$ cat src/rtl/rd_arb_sched.sv
// Round-robin read arbiter for a shared FIFO read port, with registered data return.
// Define RD_ARB_BURST_EN to lock a winner for up to BURST_LEN consecutive reads.
module rd_arb_sched #(
   parameter int NREQ      = 4,
   parameter int DSIZE     = 8,
   parameter int BURST_LEN = 4
) (
   input  logic             rclk,
   input  logic             rrst,
   input  logic [NREQ-1:0]  req,
   input  logic             rempty,
   input  logic [DSIZE-1:0] rdata,
   output logic             rinc,
   output logic [NREQ-1:0]  gnt,
   output logic [DSIZE-1:0] dout,
   output logic [NREQ-1:0]  dvalid
);

   localparam int PW = $clog2(NREQ);
   localparam logic [PW-1:0] LAST = PW'(NREQ - 1);

   logic [PW-1:0] rr_ptr;
   logic [PW-1:0] rr_ptr_nxt;
   logic [PW-1:0] win_idx;
   logic [PW-1:0] sel;
   logic [PW:0]   idx;
   logic          win_vld;
   logic          grant;

`ifdef RD_ARB_BURST_EN
   typedef enum logic {IDLE, BURST} state_t;
   localparam logic [3:0] BLEN = 4'(BURST_LEN);

   state_t        state;
   state_t        state_nxt;
   logic [PW-1:0] lock;
   logic [PW-1:0] lock_nxt;
   logic [3:0]    cnt;
   logic [3:0]    cnt_nxt;
   logic          hold;
`endif

   function automatic logic [PW-1:0] wrap_inc(input logic [PW-1:0] p);
      return (p == LAST) ? '0 : p + PW'(1);
   endfunction

   // first requester at or after rr_ptr; descending offsets so the nearest wins
   always_comb begin
      win_vld = 1'b0;
      win_idx = '0;
      idx     = '0;
      for (int k = NREQ - 1; k >= 0; k--) begin
         idx = {1'b0, rr_ptr} + (PW+1)'(k);
         if (idx >= (PW+1)'(NREQ))
            idx = idx - (PW+1)'(NREQ);
         if (req[idx[PW-1:0]]) begin
            win_vld = 1'b1;
            win_idx = idx[PW-1:0];
         end
      end
   end

   // grant selection, pointer advance and burst next-state
   always_comb begin
      grant      = 1'b0;
      sel        = win_idx;
      rr_ptr_nxt = rr_ptr;
`ifdef RD_ARB_BURST_EN
      state_nxt = state;
      lock_nxt  = lock;
      cnt_nxt   = cnt;
      hold      = (state == BURST) && req[lock] && !rempty && (cnt < BLEN);
`endif
      if (!rrst && !rempty) begin
`ifdef RD_ARB_BURST_EN
         if (hold) begin
            grant   = 1'b1;
            sel     = lock;
            cnt_nxt = cnt + 4'd1;
            if (cnt + 4'd1 == BLEN) begin
               state_nxt = IDLE;
               cnt_nxt   = '0;
            end
         end else if (win_vld) begin
            grant      = 1'b1;
            rr_ptr_nxt = wrap_inc(win_idx);
            if (BLEN > 4'd1) begin
               state_nxt = BURST;
               lock_nxt  = win_idx;
               cnt_nxt   = 4'd1;
            end else begin
               state_nxt = IDLE;
               cnt_nxt   = '0;
            end
         end
`else
         if (win_vld) begin
            grant      = 1'b1;
            rr_ptr_nxt = wrap_inc(win_idx);
         end
`endif
      end
`ifdef RD_ARB_BURST_EN
      // no read this cycle: any burst in progress is over
      if (!grant) begin
         state_nxt = IDLE;
         cnt_nxt   = '0;
      end
`endif
      gnt  = grant ? (NREQ'(1) << sel) : '0;
      rinc = grant;
   end

   // state registers; read data captured one cycle after the strobe
   always_ff @(posedge rclk) begin
      if (rrst) begin
         rr_ptr <= '0;
         dout   <= '0;
         dvalid <= '0;
`ifdef RD_ARB_BURST_EN
         state  <= IDLE;
         lock   <= '0;
         cnt    <= '0;
`endif
      end else begin
         rr_ptr <= rr_ptr_nxt;
         dvalid <= gnt;
         if (rinc)
            dout <= rdata;
`ifdef RD_ARB_BURST_EN
         state  <= state_nxt;
         lock   <= lock_nxt;
         cnt    <= cnt_nxt;
`endif
      end
   end

endmodule

$ cat config.mk
export PLATFORM = sky130hd
export DESIGN_NAME = rd_arb_sched
export DESIGN_NICKNAME = d
export VERILOG_FILES = /design/src/rtl/rd_arb_sched.sv
export SDC_FILE = /design/constraint.sdc
export NUM_CORES = 1
export LEC_CHECK = 0
export BUFFER_PORTS_ARGS = -buffer_cell sky130_fd_sc_hd__buf_2
export CORE_ASPECT_RATIO = 0.9
export CORE_MARGIN = 5
export CORE_UTILIZATION = 40
export DETAILED_ROUTE_END_ITERATION = 10
export GPL_TIMING_DRIVEN = 0
export HOLD_SLACK_MARGIN = 0.15
export PLACE_DENSITY = 0.7
export SYNTH_ARGS = -nofsm -noshare
export SYNTH_HDL_FRONTEND = slang
export SYNTH_SLANG_ARGS = --single-unit
$ cat constraint.sdc
create_clock -name rclk -period 2.5 [get_ports rclk]
set_input_delay 0.5 -clock rclk [delete_from_list [all_inputs] [get_ports rclk]]
set_output_delay 0.5 -clock rclk [all_outputs]
set_load 0.02 [all_outputs]
==> results of run 1 <==
worst min-delay path, cell delays in order:
cell,delay (ns)
sky130_fd_sc_hd__buf_2,0.10
sky130_fd_sc_hd__nand3_1,0.05
sky130_fd_sc_hd__a21oi_1,0.05
sequential cells by signal (all words and copies together), names as in the netlist:
name and count:
rr_ptr 2, dvalid 4, dout 8
placed cells by master, fill, tap and decap left out, drive strengths merged, types with 3 or more instances in the layout:
cell type / Yosys / routed
a21oi: 12 / 12
and2: 8 / 8
buf: 2 / 33
clkbuf: 2 / 6
dfxtp: 14 / 14
ha: 4 / 4
inv: 3 / 3
nand3: 9 / 9
o21ai: 9 / 9
stage by stage:
stage / power (mW) / util [%] / hold WS (ns) / setup slack [ns] / cells
2_1_floorplan: 0.318 / - / 0.523 / 0.570 / 74
4_1_cts: 0.522 / 54.9 / 0.456 / 0.195 / 133
5_1_grt: 0.550 / 54.9 / 0.448 / 0.0813 / 133
3_5_place_dp: 0.360 / 52.7 / 0.469 / 0.304 / 129
6_report: 0.517 / 54.9 / 0.460 / 0.204 / 133
3_3_place_gp: 0.357 / 52.7 / 0.458 / 0.327 / 129
logic make-up after synthesis:
logic type                 after synthesis  synth area share [%]
AOI/OAI and AO/OA                       27                  23.7
and+or+nand+nor                         21                  21.5
DFF                                     14                  41.1
buffers and inverters                    7                  4.95
adders and majority gates                4                  7.34
muxes                                    1                  1.47
routing by layer:
metal	track usage, %	up-vias	part of all wire (%)
met3	2.14	4	4.5
met2	21.6	16	50
met4	8.94	0	2.8
met1	16.7	294	43
met5	0	-	0
li1	-	337	-
area by class of cell:
class                   count  area (um2)  area share, %
plain buffers               4        22.5           2.49
clock buffers               4        36.3           4.02
inverters                   3        11.3           1.25
multi-input cells          53         368           40.7
flip-flops and latches     14         280           31.0
well taps                  24        30.0           3.32
repair buffers             31         155           17.2
power by group:
part	internal [mW]	switching [mW]	leakage, nW
combinational	0.0450	0.0648	0.288
clock	0.0886	0.0739	0.0210
sequential	0.236	0.00826	0.115
worst max path at each step:
| stage | start | endpoint |
|---|---|---|
| floorplan | req[1] | gnt[0] |
| global placement | req[2] | gnt[3] |
| detailed placement | req[2] | gnt[2] |
| CTS | rr_ptr[1] | gnt[2] |
| global route | rr_ptr[1] | gnt[2] |
| finish | rr_ptr[1] | gnt[2] |
==> results.rst, run 1 <==
.. list-table::
   :header-rows: 1

   * - Metric
     - Value
   * - First-iteration detailed-routing DRC count
     - 5
   * - Cell Area, Synth
     - approximately 700 um2
   * - Number of clock buffers inserted by TritonCTS
     - 3
   * - Worst-case clock buffer depth
     - 2
   * - Hold depth
     - 3
   * - Count of buffer and inverter cells on the critical path
     - 2
   * - Diodes inserted
     - 0
   * - Fraction of final layout cells sized beyond drive strength 1
     - 37.6%
   * - Area share of the largest cell type after synthesis
     - between 40% and 50%
   * - Die outline width
     - 53.5 um
   * - Max cap viols
     - 0
   * - Wire length of the first global-routing pass
     - 2670 um
   * - Die span in y
     - 49.2 um
   * - DR WL/cell
     - 12.0 um
   * - Critical Path AT
     - 1.80 ns
   * - Worst voltage drop across the vdd grid
     - 0.239 mV
   * - CTS tree
     - yes
   * - Path category of the worst min-delay check
     - input port to register
   * - Quantity of gates resized following cts
     - 0
   * - Synth warnings
     - 0
   * - Fraction of registers with async set or reset after synthesis
     - 0%
   * - Clock slew at the register clock pins of the worst setup and hold paths
     - approximately 0.09 ns
   * - Final period demand of the worst path
     - 2.30 ns
   * - Placer congestion estimate
     - 0.698
   * - Most instantiated cells after synthesis
     - 14 x sky130_fd_sc_hd__dfxtp_1, 12 x sky130_fd_sc_hd__a21oi_1, 9 x sky130_fd_sc_hd__nand3_1, 9 x sky130_fd_sc_hd__o21ai_0, 8 x sky130_fd_sc_hd__and2_1
   * - Synthesis-stage register bit count
     - 14
   * - Headroom to the max-slew limit
     - 64.8%
   * - Finished layout cell area
     - 903 um2
   * - Placed wire-length estimate
     - 1200 um
   * - Post-synthesis cell type count
     - 21
   * - Iteration count of the initial detailed-routing pass
     - 4
   * - Drc violations
     - 0
   * - Largest net degree at the start of global routing
     - 11
   * - Required time of the critical path
     - 2.00 ns
   * - Number of global-route vias before repair
     - a little under 600
   * - Overall global routing resource usage
     - 13.7%
   * - Largest area contributor in the netlist
     - sky130_fd_sc_hd__dfxtp_1
   * - Critical path depth
     - 6
   * - Clk_skew
     - between 0.007 and 0.008 ns
   * - Hold-fix buffers, CTS
     - 0
   * - Die footprint
     - about 2600 um2
   * - Average vias per placed instance
     - 4.89
   * - Port Buf Inserts
     - 31
   * - Starting density of the core
     - about two fifths
   * - Worst reg-to-reg setup slack
     - 1.00 ns
   * - Critical Path Max Stage Delay
     - 0.46 ns
   * - Number of filler cells placed in the layout
     - 175
   * - Maximum net fanout on the critical path
     - 7
   * - Cell family contributing the most delay on the critical path
     - flip-flops
   * - Number of primary I/O pins
     - 32
   * - Clock latency on the worst-skew pair
     - 0.28 ns
   * - Share of the clock period used by the worst path
     - 91.8%
   * - Total via count in the routed design
     - 651
   * - Total count of max-transition violations in the final report
     - 0
   * - Synthesis-to-layout area growth
     - 32.5%
   * - Number of antenna violations at the first check in global routing
     - 0
   * - Count leader, synth
     - sky130_fd_sc_hd__dfxtp_1
   * - Crit path max-delay cell type
     - sky130_fd_sc_hd__dfxtp_1
   * - Final routed wirelength across all metal layers
     - 1590 um
   * - Post-route antenna net violation count
     - 0
   * - Post-CTS setup repair buffer count
     - 0
   * - H-tree levels
     - 1
   * - Power density relative to cell area
     - 572 nW/um2
   * - Post-Syn Area per Cell
     - 9.21 um2
   * - Total overflow reported by the global router
     - 0
   * - Final hold violation count
     - 0
   * - Sequential element share of the synthesized area
     - 41.1%
   * - Clock Sink Count
     - 14
   * - Leakage power of the design
     - ~0.42 nW
   * - Placement Cell Area
     - 867 um2
   * - Count of flip-flops with a built-in enable after synthesis
     - 0
   * - Capture instance of the worst register-to-register path
     - rr_ptr[1]
   * - Highest clock frequency the design can meet
     - about 440 MHz
   * - RR Startpoint
     - rr_ptr[1]
   * - Post-synthesis cell count
     - 74
   * - Path depth of the worst reg2reg path
     - 6
   * - Nets
     - 129
   * - CP Class
     - register to primary output
   * - Standard-cell rows
     - 14
   * - Least-Margin Pin Slew
     - 0.524 ns
   * - Syn Nets
     - 93
   * - Outcome
     - finished clean
   * - Most area-consuming cells after synthesis
     - sky130_fd_sc_hd__dfxtp_1 41%, sky130_fd_sc_hd__a21oi_1 8.8%, sky130_fd_sc_hd__and2_1 7.3%
   * - Capturing element type of the critical path
     - primary output
   * - Worst hold path endpoint
     - dout[7]
   * - Leading register cell type out of synthesis
     - sky130_fd_sc_hd__dfxtp_1
   * - Final number of setup-violating endpoints
     - 0
   * - Post-route setup TNS
     - 0 ns
   * - Hold wc startpoint
     - rdata[7]
   * - CTS root buf
     - sky130_fd_sc_hd__clkbuf_4
   * - Unrepaired setup endpoints after global routing
     - no
   * - Standard cell core area
     - 1650 um2
   * - Critical-path cell list
     - mux2i_1 -> o221a_2 -> inv_1 -> ha_1 -> and2_1 -> buf_2
   * - Critical Path Source Type
     - register
Power figures use the tool's default switching activity.
==> inputs of run 2 (changes only) <==
- CORE_UTILIZATION: 40 -> 39
- PLACE_DENSITY: 0.7 -> 0.72
- clock period: 2.5 -> 1.95 ns (I/O delays scaled with it)
==> run 2 against run 1 <==
Against the previous run: the run now ends with negative setup slack left; first-iteration DRC count is 140% higher; utilization up 7.3 points; clock-buffer cell count unchanged; die area grew 2.1%; register-to-register slack got worse by 0.55 ns; routed wire length up 19%; setup slack got worse by 0.29 ns; flip-flop and latch count stayed put; total power is 39% higher; sequential share of layout area down 3.5 points; critical endpoint is now gnt[0]; largest power group unchanged; highest routed layer unchanged.
==> results.rst, run 2 (same netlist as run 1, synthesis figures left out) <==
.. list-table::
   :header-rows: 1

   * - Metric
     - Value
   * - Max cap viols
     - 0
   * - Highest clock frequency the design can meet
     - 491 MHz
   * - Total count of max-transition violations in the final report
     - 0
   * - Least-Margin Pin Slew
     - 0.467 ns
   * - Placed wire-length estimate
     - 1270 um
   * - Hold wc startpoint
     - rdata[4]
   * - Drc violations
     - 0
   * - Reg area
     - around 290 um2
   * - Die outline width
     - 54.1 um
   * - First-iteration detailed-routing DRC count
     - 12
   * - Fraction of final layout cells sized beyond drive strength 1
     - 53.6%
   * - Violated checks
     - negative setup slack
   * - Maximum net fanout on the critical path
     - 6
   * - Unrepaired setup endpoints after global routing
     - yes
   * - Clock slew at the register clock pins of the worst setup and hold paths
     - 0.09 ns
   * - Critical Path AT
     - approximately 1.7 ns
   * - Share of the clock period used by the worst path
     - 104%
   * - Power density relative to cell area
     - a little under 700 nW/um2
   * - Synthesis-to-layout area growth
     - 51.7%
   * - Overall power consumption
     - 720 uW
   * - Hold-fix buffers, CTS
     - 0
   * - Starting density of the core
     - 41.0%
   * - Diodes inserted
     - 0
   * - Capturing element type of the critical path
     - primary output
   * - Standard cell core area
     - 1660 um2
   * - Number of antenna violations at the first check in global routing
     - 0
   * - Placer congestion estimate
     - 0.674
   * - Headroom to the max-slew limit
     - 68.9%
   * - CP Class
     - register to primary output
   * - Required time of the critical path
     - around 1.6 ns
   * - Standard-cell rows
     - 14
   * - Clock latency on the worst-skew pair
     - 0.29 ns
   * - Iteration count of the initial detailed-routing pass
     - 7
   * - Worst voltage drop across the vdd grid
     - 0.319 mV
   * - Outcome
     - finished with violations
   * - Post-route antenna net violation count
     - 0
   * - Most common library cell in the layout ignoring fill and taps
     - sky130_fd_sc_hd__buf_2
   * - Final routed wirelength across all metal layers
     - ~1900 um
   * - Average vias per placed instance
     - 5.19
   * - Number of filler cells placed in the layout
     - 130
   * - Overall global routing resource usage
     - between 10% and 20%
   * - Clock Sink Count
     - 14
   * - Biggest regs
     - dout (8), dvalid (4), rr_ptr (2)
   * - Number of global-route vias before repair
     - 666
   * - Nets
     - 132
   * - Port Buf Inserts
     - 31
   * - RR Startpoint
     - rr_ptr[1]
   * - H-tree levels
     - 1
   * - Final hold violation count
     - 0
   * - Final number of setup-violating endpoints
     - 4
   * - Final hold slack
     - 0.341 ns
   * - Largest net degree at the start of global routing
     - 11
   * - Post-route setup TNS
     - -0.309 ns
   * - Worst-case clock buffer depth
     - 2
   * - Setup slack at placement
     - -0.0690 ns
   * - Commonest non-fill, non-tap cells in the layout
     - 27 x sky130_fd_sc_hd__buf_2, 12 x sky130_fd_sc_hd__dfxtp_1, 10 x sky130_fd_sc_hd__a21oi_1, 9 x sky130_fd_sc_hd__nand3_1, 9 x sky130_fd_sc_hd__o21ai_0
   * - Slack of the critical path
     - -0.0860 ns
   * - Clk_skew
     - 0.00687 ns
   * - Final period demand of the worst path
     - approximately 2.0 ns
   * - Path category of the worst min-delay check
     - input port to register
   * - Origin of the worst setup path
     - rr_ptr[1]
   * - Number of flip-flops under the largest register name
     - 8
   * - CTS root buf
     - sky130_fd_sc_hd__clkbuf_4
   * - Number of clock buffers inserted by TritonCTS
     - 3
   * - Wire length of the first global-routing pass
     - just over 3000 um
   * - Critical Path Source Type
     - register
   * - Die span in y
     - 49.7 um
   * - Die footprint
     - 2690 um2
   * - Top reg by flops
     - dout
   * - DR WL/cell
     - 14.0 um
   * - Area of the multi-input gates
     - approximately 440 um2
   * - Total overflow reported by the global router
     - 0
   * - CTS tree
     - yes
   * - Total via count in the routed design
     - 706
   * - Leakage power of the design
     - 0.459 nW
   * - Number of primary I/O pins
     - 32
run 2: what timing repair did:
action	in CTS	in global routing
resized for setup	25	6
setup buffers	3	0
setup endpoints to repair	4	4
pin swaps	6	4
run 2: final timing paths:
path | to | slack (ns) | cells past startpoint
worst max register to register | rr_ptr[1] | 0.45 | 6
worst min-delay path | dout[4] | 0.34 | 3
worst min register to register | dout[4] | 0.48 | 2
worst max-delay path | gnt[0] | -0.09 | 6
run 2: stage by stage:
stage | utilization, % | cells | area [um2]
6_report | 62.2 | 136 | 1030
3_3_place_gp | 52.1 | 129 | 867
5_1_grt | 62.2 | 136 | 1030
2_1_floorplan | - | 74 | 682
3_5_place_dp | 52.1 | 129 | 867
4_1_cts | 60.4 | 136 | 1000
run 2: layer usage:
layer  part of all wire (%)  wire length [um]  vias to the layer above  track usage, %
li1                       -                 -                      345               -
met1                     40               755                      324            18.1
met2                     51               972                       31            26.0
met3                    6.6               125                        6            3.61
met4                    2.7                51                        0            7.47
met5                      0                 0                        -               0
run 2: report_power, final:
part	switching (mW)	leakage [nW]	internal (mW)
registers	0.0110	0.116	0.304
clock network	0.102	0.0210	0.114
logic	0.105	0.322	0.0840
total	0.218	0.459	0.502
run 2: area by class of cell:
class / instances / share of cell area [%]
Multi-Input combinational cell: 53 / 42.9
Timing Repair Buffer: 34 / 19.6
Clock buffer: 4 / 3.51
Inverter: 3 / 1.33
Tap cell: 24 / 2.90
Sequential cell: 14 / 27.6
Buffer: 4 / 2.18
run 2: critical path, stage by stage, from the launching register on:
cell                      delay (ns)
sky130_fd_sc_hd__dfxtp_4        0.37
sky130_fd_sc_hd__or3b_1         0.38
sky130_fd_sc_hd__o221a_4        0.16
sky130_fd_sc_hd__inv_4          0.08
sky130_fd_sc_hd__ha_4           0.13
sky130_fd_sc_hd__and2_4         0.13
sky130_fd_sc_hd__buf_6          0.11
